## src/rtl/tmds_pkg.sv

```systemverilog
// rtl/tmds_pkg.sv - shared TMDS control tokens, symbol/disparity types and ones counter
package tmds_pkg;

    localparam logic [9:0] TMDS_CTRL_00 = 10'h354;
    localparam logic [9:0] TMDS_CTRL_01 = 10'h0AB;
    localparam logic [9:0] TMDS_CTRL_10 = 10'h154;
    localparam logic [9:0] TMDS_CTRL_11 = 10'h2AB;

    typedef logic [9:0]        tmds_sym_t;
    typedef logic signed [4:0] tmds_disp_t;

    function automatic logic [3:0] count_ones8(input logic [7:0] d);
        logic [3:0] n;
        n = 4'd0;
        for (int i = 0; i < 8; i++) begin
            n = n + {3'b000, d[i]};
        end
        return n;
    endfunction

endpackage

```

## src/rtl/tmds_encoder_ch.sv

```systemverilog
// rtl/tmds_encoder_ch.sv - one TMDS channel: transition-minimising stage then DC-balancing stage
module tmds_encoder_ch
    import tmds_pkg::*;
(
    input  logic       clk_pix,
    input  logic       rstn_i,
    input  logic       de,
    input  logic [1:0] ctrl,
    input  logic [7:0] din,
    output logic [9:0] dout
);

    logic [3:0] n1_din;
    logic       use_xnor;
    logic [8:0] qm_c;
    logic [3:0] n1_qm_c;

    always_comb begin
        n1_din   = count_ones8(din);
        use_xnor = (n1_din > 4'd4) || ((n1_din == 4'd4) && !din[0]);
        qm_c     = '0;
        qm_c[0]  = din[0];
        for (int i = 1; i < 8; i++) begin
            qm_c[i] = use_xnor ? ~(qm_c[i-1] ^ din[i]) : (qm_c[i-1] ^ din[i]);
        end
        qm_c[8]  = ~use_xnor;
        n1_qm_c  = count_ones8(qm_c[7:0]);
    end

    logic [8:0] s1_qm;
    logic [3:0] s1_n1;
    logic [3:0] s1_n0;
    logic       s1_de;
    logic [1:0] s1_ctrl;

    always_ff @(posedge clk_pix) begin
        if (!rstn_i) begin
            s1_qm   <= '0;
            s1_n1   <= '0;
            s1_n0   <= '0;
            s1_de   <= 1'b0;
            s1_ctrl <= 2'b00;
        end else begin
            s1_qm   <= qm_c;
            s1_n1   <= n1_qm_c;
            s1_n0   <= 4'd8 - n1_qm_c;
            s1_de   <= de;
            s1_ctrl <= ctrl;
        end
    end

    tmds_disp_t        cnt_r;
    tmds_sym_t         dout_r;
    tmds_sym_t         sym_next;
    logic signed [5:0] cnt_ext;
    logic signed [5:0] diff;
    logic signed [5:0] cnt_next6;

    // Arithmetic is carried at 6 bits so the intermediate sums cannot wrap before truncation.
    always_comb begin
        cnt_ext   = {cnt_r[4], cnt_r};
        diff      = $signed({2'b00, s1_n1}) - $signed({2'b00, s1_n0});
        sym_next  = TMDS_CTRL_00;
        cnt_next6 = '0;
        if (!s1_de) begin
            case (s1_ctrl)
                2'b00:   sym_next = TMDS_CTRL_00;
                2'b01:   sym_next = TMDS_CTRL_01;
                2'b10:   sym_next = TMDS_CTRL_10;
                default: sym_next = TMDS_CTRL_11;
            endcase
            cnt_next6 = '0;
        end else if ((cnt_r == 5'sd0) || (s1_n1 == s1_n0)) begin
            sym_next  = {~s1_qm[8], s1_qm[8], s1_qm[8] ? s1_qm[7:0] : ~s1_qm[7:0]};
            cnt_next6 = s1_qm[8] ? (cnt_ext + diff) : (cnt_ext - diff);
        end else if ((!cnt_r[4] && (s1_n1 > s1_n0)) || (cnt_r[4] && (s1_n0 > s1_n1))) begin
            sym_next  = {1'b1, s1_qm[8], ~s1_qm[7:0]};
            cnt_next6 = cnt_ext + $signed({4'b0000, s1_qm[8], 1'b0}) - diff;
        end else begin
            sym_next  = {1'b0, s1_qm[8], s1_qm[7:0]};
            cnt_next6 = cnt_ext + diff - $signed({4'b0000, ~s1_qm[8], 1'b0});
        end
    end

    always_ff @(posedge clk_pix) begin
        if (!rstn_i) begin
            cnt_r  <= '0;
            dout_r <= TMDS_CTRL_00;
        end else begin
            cnt_r  <= cnt_next6[4:0];
            dout_r <= sym_next;
        end
    end

    assign dout = dout_r;

endmodule

```

## src/rtl/tmds_encode_rgb.sv

```systemverilog
// rtl/tmds_encode_rgb.sv - three-channel DVI TMDS encoder with optional output register
module tmds_encode_rgb
    import tmds_pkg::*;
#(
    parameter int OUT_REG  = 1,
    parameter int SYNC_INV = 0
) (
    input  logic       clk_pix,
    input  logic       rstn_i,
    input  logic       de,
    input  logic       hsync,
    input  logic       vsync,
    input  logic [7:0] pix_r,
    input  logic [7:0] pix_g,
    input  logic [7:0] pix_b,
    output logic [9:0] tmds_ch0,
    output logic [9:0] tmds_ch1,
    output logic [9:0] tmds_ch2
);

    localparam logic SINV = (SYNC_INV != 0);

    logic [1:0] ctrl_blue;
    tmds_sym_t  enc0;
    tmds_sym_t  enc1;
    tmds_sym_t  enc2;

    // Only the blue lane carries sync; green and red always send control 00 in blanking.
    assign ctrl_blue = {vsync ^ SINV, hsync ^ SINV};

    tmds_encoder_ch u_ch0 (
        .clk_pix (clk_pix),
        .rstn_i  (rstn_i),
        .de      (de),
        .ctrl    (ctrl_blue),
        .din     (pix_b),
        .dout    (enc0)
    );

    tmds_encoder_ch u_ch1 (
        .clk_pix (clk_pix),
        .rstn_i  (rstn_i),
        .de      (de),
        .ctrl    (2'b00),
        .din     (pix_g),
        .dout    (enc1)
    );

    tmds_encoder_ch u_ch2 (
        .clk_pix (clk_pix),
        .rstn_i  (rstn_i),
        .de      (de),
        .ctrl    (2'b00),
        .din     (pix_r),
        .dout    (enc2)
    );

    generate
        if (OUT_REG != 0) begin : g_out_reg
            tmds_sym_t out0_r;
            tmds_sym_t out1_r;
            tmds_sym_t out2_r;

            always_ff @(posedge clk_pix) begin
                if (!rstn_i) begin
                    out0_r <= TMDS_CTRL_00;
                    out1_r <= TMDS_CTRL_00;
                    out2_r <= TMDS_CTRL_00;
                end else begin
                    out0_r <= enc0;
                    out1_r <= enc1;
                    out2_r <= enc2;
                end
            end

            assign tmds_ch0 = out0_r;
            assign tmds_ch1 = out1_r;
            assign tmds_ch2 = out2_r;
        end else begin : g_no_out_reg
            assign tmds_ch0 = enc0;
            assign tmds_ch1 = enc1;
            assign tmds_ch2 = enc2;
        end
    endgenerate

endmodule
```

## config.mk

```make
export PLATFORM = sky130hd
export DESIGN_NAME = tmds_encode_rgb
export DESIGN_NICKNAME = d
export VERILOG_FILES = /design/src/rtl/tmds_pkg.sv /design/src/rtl/tmds_encoder_ch.sv /design/src/rtl/tmds_encode_rgb.sv
export SDC_FILE = /design/constraint.sdc
export NUM_CORES = 1
export LEC_CHECK = 0
export BUFFER_PORTS_ARGS = -buffer_cell sky130_fd_sc_hd__buf_2
export CAP_MARGIN = 0
export CORE_MARGIN = 5
export CORE_UTILIZATION = 61
export CTS_CLUSTER_DIAMETER = 40
export DETAILED_ROUTE_END_ITERATION = 8
export PLACE_DENSITY_LB_ADDON = 0.08
export SYNTH_ARGS = -nofsm -noshare
export SYNTH_HDL_FRONTEND = slang
export SYNTH_SLANG_ARGS = --single-unit
```

## constraint.sdc

```tcl
create_clock -name clk_pix -period 6.8 [get_ports clk_pix]
set_input_delay 0 -clock clk_pix [delete_from_list [all_inputs] [get_ports clk_pix]]
set_output_delay 0 -clock clk_pix [all_outputs]
set_load 0.01 [all_outputs]
```

==> results.json, run 1 <==
{
  "outcome": "finished clean",
  "hp-class": "primary input to flop",
  "ant_nets": 0,
  "tns_ns": 0,
  "crit_path_start_kind": "primary input",
  "drtIter0Drc": 267,
  "drc_errors": 0,
  "fin_crit_sh": 0.946,
  "dieArea_um2": 14900,
  "gp_congestion": 0.874,
  "grt_first_pass_wirelength_um": 25900,
  "worstMarginPinSlew_ns": 0.987,
  "htreeDepth": 4,
  "syn_area_um2": 7670,
  "start_util": 0.615,
  "cts_tree": "done",
  "avgSynthCellArea_um2": 9.34,
  "fin_ws_ns": 0.369,
  "io_buffers": 58,
  "worstSetupPathType": "primary input to flop",
  "synth_top_cell_by_area": "dfxtp_1",
  "ys.warnings.count": 0,
  "netlist_instances": 821,
  "path_max_fanout": 4,
  "arrival_ns": 6.76,
  "finalClockSkew_ns": 0.00443,
  "fin_crit_ns": 6.43,
  "ios": 59,
  "clkTransAtPathRegs_ns": 0.05,
  "yosys.cell_types.count": 61,
  "maxCapViolations": 0,
  "max-slew-margin-rel": 0.338,
  "wl_per_cell_um": 14.0,
  "die_w_um": 122,
  "gr-usage-all-layers": 0.213,
  "clk_path_buf_depth": 2,
  "clk_latency_ns": 0.40,
  "rsz0062_at_grt": "false",
  "end_kind": "flop",
  "fin_nets": 1026,
  "ys_async_sr_fraction": 0,
  "ys_seq_elements": 123,
  "row_count": 41,
  "first_global_vias": 5816,
  "crit_required_ns": 7.13,
  "routed_via_density": 5.37,
  "n_antenna_cell": 0,
  "area_growth_pct": 14.6,
  "hold_violations": 0,
  "ys_seq_area_frac": 0.321,
  "antenna_found_initial": 0,
  "yosys.area.top_type_share": 0.321,
  "numCtsBuffers": 17,
  "core_um2": 12500,
  "setup_viol": 0,
  "die_height_um": 122,
  "grt_max_degree": 72,
  "hold_ws_ns": 0.0205,
  "dp_slack_ns": 0.414,
  "drive_gt1_frac": 0.127,
  "fmax_ghz": 0.156,
  "post-cts-setup-buffers": 0,
  "num_vias": 5751,
  "grt-ovfl-total": 0,
  "synth-edff-count": 0,
  "cts.sink_count": 123,
  "slew_violations": 0,
  "routed_wl_um": 15000,
  "hpwlAfterDp_um": 11500,
  "synthFlopType": "dfxtp_1",
  "clk_root_buffer_cell": "clkbuf_16",
  "dr.pass1.iters": 5,
  "syn_nets": 962,
  "ys_top_cells_by_area": "dfxtp_1 32%, ha_1 12%, fa_1 10%, inv_1 4.8%, xnor2_1 4.0%"
}
## critical path, stage by stage
cell	delay, ns
dlygate4sd3_1	0.55
buf_2	0.15
ha_1	0.33
inv_1	0.06
fa_1	0.45
fa_1	0.50
inv_1	0.06
fa_1	0.40
fa_1	0.45
nor3b_1	0.27
o21ai_0	0.11
a21oi_1	0.39
xnor2_1	0.16
ha_1	0.29
inv_1	0.04
fa_1	0.47
inv_1	0.05
fa_1	0.46
fa_1	0.41
fa_1	0.49
or3_1	0.38
a21oi_1	0.14
a31oi_1	0.05
nor2_1	0.08
## synthesized netlist by cell type, drive strengths merged (12+ instances only)
library cell    n
a21oi          23
and2           41
and3           12
clkbuf         17
dfxtp         123
fa             39
ha             73
inv            99
nand2          25
nand2b         24
nand3          15
nor2           52
nor3           41
o21a           21
o21ai          28
xnor2          35
xor2           19
## final timing paths
path	slack, ns	endpoint	depth (start not counted)	start
setup reg to reg	3.54	u_ch0.cnt_r[4]$_SDFF_PN0_	11	u_ch0.s1_n0[2]$_SDFF_PN0_
hold / removal	0.02	u_ch2.s1_qm[7]$_SDFF_PN0_	4	pix_r[6]
setup / recovery	0.37	u_ch2.s1_n0[3]$_SDFF_PN0_	24	pix_r[0]
hold reg to reg	0.41	tmds_ch2[9]$_SDFF_PN1_	1	u_ch2.dout[9]$_SDFF_PN1_
## per-layer routing
layer | vias to the layer above | part of all wire | track usage
li1 | 2893 | - | -
met1 | 2733 | 0.45 | 0.264
met2 | 100 | 0.51 | 0.379
met3 | 25 | 0.030 | 0.0362
met4 | 0 | 0.017 | 0.0672
met5 | - | 0 | 0
## final cells by class
cell class              instances  area (um^2)
clock buffers                  20          467
clock inverters                12          140
fillers                       993         3670
inverters                      99          372
multi-input cells             573         4720
flip-flops and latches        123         2460
well taps                     172          215
repair buffers                 71          415
## per-stage QoR
stage | instance area [um^2] | util | cells
6_report | 8790 | 0.705 | 1070
5_1_grt | 8790 | 0.705 | 1070
4_1_cts | 8790 | 0.705 | 1070
3_5_place_dp | 8070 | 0.647 | 1027
3_3_place_gp | 8070 | 0.647 | 1027
2_1_floorplan | 7670 | - | 821
## sequential cells by signal (all words and copies together) (netlist names)
signal	cells
u_ch1.s1_de	1
tmds_ch1	10
u_ch2.s1_n1	3
u_ch0.s1_ctrl	2
u_ch0.s1_n0	3
tmds_ch0	10
u_ch0.dout	10
u_ch1.dout	10
u_ch1.s1_n1	3
u_ch2.dout	10
u_ch0.s1_n1	3
u_ch0.cnt_r	5
u_ch2.cnt_r	5
u_ch2.s1_n0	3
u_ch2.s1_qm	9
u_ch0.s1_qm	9
tmds_ch2	10
u_ch1.s1_qm	9
u_ch1.cnt_r	5
u_ch1.s1_n0	3
## what timing repair did
action	in CTS	in global routing
resized for setup	0	1
endpoints found under the setup margin	0	1
hold buffers	11	0
hold endpoints to repair	10	0
## logic make-up after synthesis
logic type | count (synthesis) | synth area share
buffers and inverters | 125 | 0.0641
AO/OA/AOI/OAI | 144 | 0.137
XOR/XNOR | 55 | 0.0646
multiplexers | 2 | 0.00261
AND/OR/NAND/NOR | 260 | 0.190
adder cells (fa/ha/maj) | 112 | 0.221
flip-flops | 123 | 0.321
## layout by cell type, fill, tap and decap left out, types with 6 or more instances in the layout
cell type and count:
dfxtp_1 123, inv_1 99, nand2b_1 24, o2111ai_1 6
buf_2 58, o21a_1 21, nand4_1 7, a211oi_1 9
dlygate4sd3_1 11, ha_1 73, o211ai_1 10, nand3_1 15
clkbuf_16 17, a21boi_0 7, xor2_1 19, a21oi_1 21
a21o_1 6, nor3b_1 8, nor3_1 39, o21ai_0 24
or3_1 8, and3_1 11, fa_1 39, nand2_1 24
nor2_1 50, and2_1 41, xnor2_1 35
Power of run 1 is not shown: default switching activity piles up to over one toggle a cycle in this logic, so the estimate is an artifact.
==> inputs of run 2 (changes only) <==
- ABC_AREA: unset -> 1
- PLACE_DENSITY_LB_ADDON: 0.08 -> 0.25
==> run 2 against run 1 <==
Effect of this change:
- setup slack better by 0.40 ns
- flip-flop and latch count is the same
- global-route usage about the same
- cell count rose by 6.7%
- fmax increased by 6.7%
- final area down 3.4%
- routed wire length decreased by 7.5%
==> results.json, run 2 <==
{
  "yosys.area.top_type_share": 0.335,
  "avgSynthCellArea_um2": 8.12,
  "netlist_instances": 906,
  "die_w_um": 120,
  "rsz0062_at_grt": "false",
  "dieArea_um2": 14400,
  "row_count": 40,
  "routed_wl_um": 13900,
  "maxCapViolations": 0,
  "num_vias": 5588,
  "start_util": 0.618,
  "arrival_ns": 6.33,
  "clkTransAtPathRegs_ns": 0.06,
  "wl_per_cell_um": 12.2,
  "crit_family": "adder cells",
  "synth_top_cell_by_area": "dfxtp_1",
  "setup_viol": 0,
  "grt_max_degree": 50,
  "r2r-start": "u_ch0.s1_n0[1]$_SDFF_PN0_",
  "hp-class": "primary input to flop",
  "fin_crit_ns": 6.03,
  "synthFlopType": "dfxtp_1",
  "max_stage_delay_ns": 0.53,
  "cts.sink_count": 123,
  "path_max_fanout": 5,
  "ios": 59,
  "met2_length_um": 6590,
  "wl_met1_um": 6560,
  "antenna_found_initial": 0,
  "layout_common_cells": "189 x inv_1, 166 x nand2_1, 123 x dfxtp_1",
  "gp_congestion": 0.854,
  "clk_path_buf_depth": 2,
  "ys_async_sr_fraction": 0,
  "place_area_um2": 7780,
  "slew_violations": 0,
  "worstHoldStart": "pix_g[2]",
  "drtIter0Drc": 287,
  "fmax_ghz": 0.166,
  "grt_first_pass_wirelength_um": 25000,
  "grt-ovfl-total": 0,
  "fin_nets": 1123,
  "tns_ns": 0,
  "fin_ws_ns": 0.772,
  "syn_area_um2": 7360,
  "routed_via_density": 4.89,
  "synth-edff-count": 0,
  "drc_errors": 0,
  "drive_gt1_frac": 0.140,
  "hpwlAfterDp_um": 10000,
  "dr.pass1.iters": 5,
  "highest_layer": "met4",
  "gr-usage-all-layers": 0.213,
  "cts_tree": "done",
  "netlist_top_cells_count": "189 x inv_1, 166 x nand2_1, 123 x dfxtp_1",
  "final_common_cell": "inv_1",
  "finalClockSkew_ns": 0.00671,
  "clk_root_buffer_cell": "clkbuf_16",
  "htreeDepth": 4,
  "max-slew-margin-rel": 0.523,
  "yosys.cell_types.count": 35,
  "ys_top_cells_by_area": "dfxtp_1 33%, ha_1 12%, fa_1 11%, inv_1 9.6%, nand2_1 8.5%",
  "area_growth_pct": 15.4,
  "crit_path_start_kind": "primary input",
  "post_cts_resized": 0,
  "numCtsBuffers": 17,
  "ys_seq_area_frac": 0.335,
  "wl_met3_um": 533,
  "outcome": "finished clean",
  "worstSetupPathType": "primary input to flop",
  "final_area_um2": 8490,
  "end_kind": "flop",
  "n_antenna_cell": 0,
  "cp-startpoint": "pix_b[0]",
  "dp_slack_ns": 0.896,
  "ys.warnings.count": 0,
  "syn_nets": 1047,
  "cp_num_buf_inv": 7,
  "io_buffers": 58,
  "clk_latency_ns": 0.42,
  "synth_most_common_cell": "inv_1",
  "die_height_um": 120,
  "crit_required_ns": 7.11,
  "fin_crit_sh": 0.886,
  "worstMarginPinSlew_ns": 0.709,
  "cpMostUsedCell": "fa_1",
  "slowest_stage": "dlygate4sd3_1",
  "ys_seq_elements": 123,
  "first_global_vias": 5637,
  "core_um2": 11900,
  "ant_nets": 0,
  "hold_violations": 0
}
[run 2: cell types whose count changed after synthesis, sizes merged, moves of 20 or more]
cell    before  now
inv         99  193
a21oi       23   43
nand3       15   49
or2          2   25
nand2b      24    0
and2        41    0
nor3        41   11
nand2       25  172
o21a        21    0
[run 2: cell families after synthesis]
kind of cell / count (synthesis) / share of synthesized area
AOI/OAI and AO/OA: 105 / 0.0813
xor gates and xnor gates: 49 / 0.0655
adders and majority gates: 112 / 0.230
buffers and inverters: 209 / 0.109
DFF: 123 / 0.335
and+or+nand+nor: 308 / 0.179
[run 2: per-stage QoR]
stage / hold slack [ns] / cells / util
2_1_floorplan: 0.0935 / 906 / -
3_3_place_gp: 0.183 / 1098 / 0.653
3_5_place_dp: 0.187 / 1098 / 0.653
4_1_cts: 0.0104 / 1142 / 0.713
5_1_grt: 0.0532 / 1142 / 0.713
6_report: 0.0245 / 1142 / 0.713
[run 2: final timing paths]
check | slack (ns) | endpoint | cells after the start
worst min-delay path | 0.02 | u_ch1.s1_qm[2]$_SDFF_PN0_ | 4
worst min register to register | 0.41 | tmds_ch2[6]$_SDFF_PN1_ | 1
worst max-delay path | 0.77 | u_ch0.s1_n0[3]$_SDFF_PN0_ | 26
worst max register to register | 3.90 | u_ch0.cnt_r[4]$_SDFF_PN0_ | 17
[run 2: worst register-to-register path: cells and delay by family, from the launching register on]
kind | cells | cell delay (ns)
fa+ha+maj | 3 | 0.92
compound gates | 2 | 0.16
flops | 1 | 0.33
simple gates | 7 | 0.58
buf+inv | 3 | 0.26
xor+xnor | 2 | 0.51
[run 2: timing repair]
| item | CTS | global route |
|---|---|---|
| hold buffers | 12 | 0 |
| endpoints found under the hold margin | 12 | 0 |
| setup buffers | 0 | 0 |
[run 2: area by class of cell]
class,count,area (um^2)
Clock buffer,17,425
Clock inverter,15,168
Sequential cell,123,2460
Fill cell,920,3420
Inverter,194,731
Tap cell,147,184
Timing Repair Buffer,72,425
Multi-Input combinational cell,574,4090
[run 2: metal layers]
layer	vias to the layer above	GRT usage
met5	-	0
li1	2916	-
met3	21	0.0429
met4	0	0.0659
met2	105	0.361
met1	2546	0.275
Power of run 2 is left out for the same reason.
==> inputs of run 3 (changes only) <==
- MAX_ROUTING_LAYER: unset -> met4
==> run 3 against run 2 <==
Effect of this change:
- highest routed layer unchanged
- non-clock buffer count is the same
- via count is the same
- critical endpoint unchanged
- setup slack gained 0.0016 ns
- first-iteration DRC count grew 13%
==> results.json, run 3 (same netlist as run 2, synthesis figures left out) <==
{
  "worstMarginPinSlew_ns": 0.718,
  "fin_crit_ns": 6.03,
  "post-cts-setup-buffers": 0,
  "routed_via_density": 4.89,
  "crit_required_ns": 7.11,
  "rrSetupSlack_ns": 3.90,
  "io_buffers": 58,
  "worstHoldEndpoint": "u_ch1.s1_qm[2]$_SDFF_PN0_",
  "r2r-start": "u_ch0.s1_n0[1]$_SDFF_PN0_",
  "routed_wl_um": 13900,
  "max-slew-margin-rel": 0.516,
  "grt-ovfl-total": 0,
  "r2r-end": "u_ch0.cnt_r[4]$_SDFF_PN0_",
  "dp_slack_ns": 0.896,
  "clkTransAtPathRegs_ns": 0.06,
  "worstSetupPathType": "primary input to flop",
  "grt_max_degree": 50,
  "maxCapViolations": 0,
  "fin_ws_ns": 0.774,
  "path_max_fanout": 5,
  "antenna_found_initial": 0,
  "gr-usage-all-layers": 0.220,
  "clk_path_buf_depth": 2,
  "hpwlAfterDp_um": 10000,
  "num_vias": 5588,
  "ios": 59,
  "min_delay_path_depth": 4,
  "grt_first_pass_wirelength_um": 25000,
  "cts.sink_count": 123,
  "first_global_vias": 5630,
  "clk_root_buffer_cell": "clkbuf_16",
  "fillers": 920,
  "die_height_um": 120,
  "gp_congestion": 0.867,
  "die_w_um": 120,
  "drtIter0Drc": 324,
  "finalClockSkew_ns": 0.00974,
  "worstHoldStart": "pix_g[2]",
  "dr.pass1.iters": 4,
  "r2r_cells": 17,
  "cts_tree": "done",
  "drive_gt1_frac": 0.140,
  "outcome": "finished clean",
  "dieArea_um2": 14400,
  "fmax_ghz": 0.166,
  "slew_violations": 0,
  "clk_latency_ns": 0.42,
  "final_common_cell": "inv_1",
  "end_kind": "flop",
  "htreeDepth": 4,
  "core_um2": 11900,
  "setup_viol": 0,
  "rsz0062_at_grt": "false",
  "ant_nets": 0,
  "arrival_ns": 6.34,
  "start_util": 0.618,
  "drc_errors": 0,
  "dp_cells": 1098,
  "tns_ns": 0,
  "crit_path_start_kind": "primary input",
  "fin_nets": 1123,
  "n_antenna_cell": 0,
  "hold_violations": 0,
  "fin_crit_sh": 0.886,
  "numCtsBuffers": 17,
  "hp-class": "primary input to flop",
  "wl_per_cell_um": 12.2,
  "layout_common_cells": "189 x inv_1, 166 x nand2_1, 123 x dfxtp_1",
  "area_growth_pct": 15.4,
  "instances_no_fill": 1142,
  "row_count": 40
}
run 3: how the worst max path moves through the flow:
stage,start,slack (ns),endpoint,depth (start not counted)
2_1_floorplan,pix_b[0],1.28,u_ch0.s1_n0[3]$_SDFF_PN0_,24
3_3_place_gp,pix_b[0],1.01,u_ch0.s1_n0[3]$_SDFF_PN0_,25
3_5_place_dp,pix_b[0],0.90,u_ch0.s1_n0[3]$_SDFF_PN0_,25
4_1_cts,pix_b[0],0.77,u_ch0.s1_n0[3]$_SDFF_PN0_,26
5_1_grt,pix_g[0],0.40,u_ch1.s1_n0[2]$_SDFF_PN0_,25
6_report,pix_b[0],0.77,u_ch0.s1_n0[3]$_SDFF_PN0_,26
run 3: repair_timing:
| item | 4_1_cts | 5_1_grt |
|---|---|---|
| setup endpoints to repair | 0 | 0 |
| hold buffers | 12 | 0 |
| hold endpoints to repair | 12 | 0 |
| gates resized for setup | 0 | 0 |
run 3: worst max-delay path, cell delays in order:
cell and delay (ns):
dlygate4sd3_1 0.53, buf_2 0.15, ha_1 0.34, inv_1 0.09
fa_1 0.42, fa_1 0.49, inv_1 0.05, fa_1 0.40
fa_1 0.45, nor2_1 0.11, nand2_1 0.05, nand2_1 0.07
o21ai_2 0.11, xor2_1 0.18, ha_1 0.30, inv_1 0.05
fa_1 0.49, inv_1 0.05, fa_1 0.49, fa_1 0.44
fa_1 0.39, or2_2 0.31, nand2_1 0.09, nor3_1 0.06
o21ai_0 0.15, inv_1 0.06
run 3: cell type report:
type	instances	area (um^2)	share of cell area
timing repair buffer	72	425	0.0501
clock buffer	17	425	0.0501
tap	147	184	0.0217
inverter	194	731	0.0861
clock inverter	15	168	0.0197
sequential	123	2460	0.290
multi-input combinational	574	4090	0.482
run 3: metrics by stage:
stage / utilization / hold slack [ns] / cell area [um^2]
finish: 0.713 / 0.0196 / 8490
CTS: 0.713 / 0.0104 / 8490
global route: 0.713 / 0.0510 / 8490
detailed placement: 0.653 / 0.187 / 7780
floorplan: - / 0.0935 / 7360
global placement: 0.653 / 0.183 / 7780
run 3: routing by layer:
| layer | track usage | vias up | wire length (um) |
|---|---|---|---|
| li1 | - | 2915 | - |
| met1 | 0.276 | 2551 | 6570 |
| met2 | 0.360 | 101 | 6610 |
| met3 | 0.0424 | 21 | 480 |
| met4 | 0.0702 | 0 | 214 |
| met5 | - | - | 0 |
Power of run 3 is left out for the same reason.
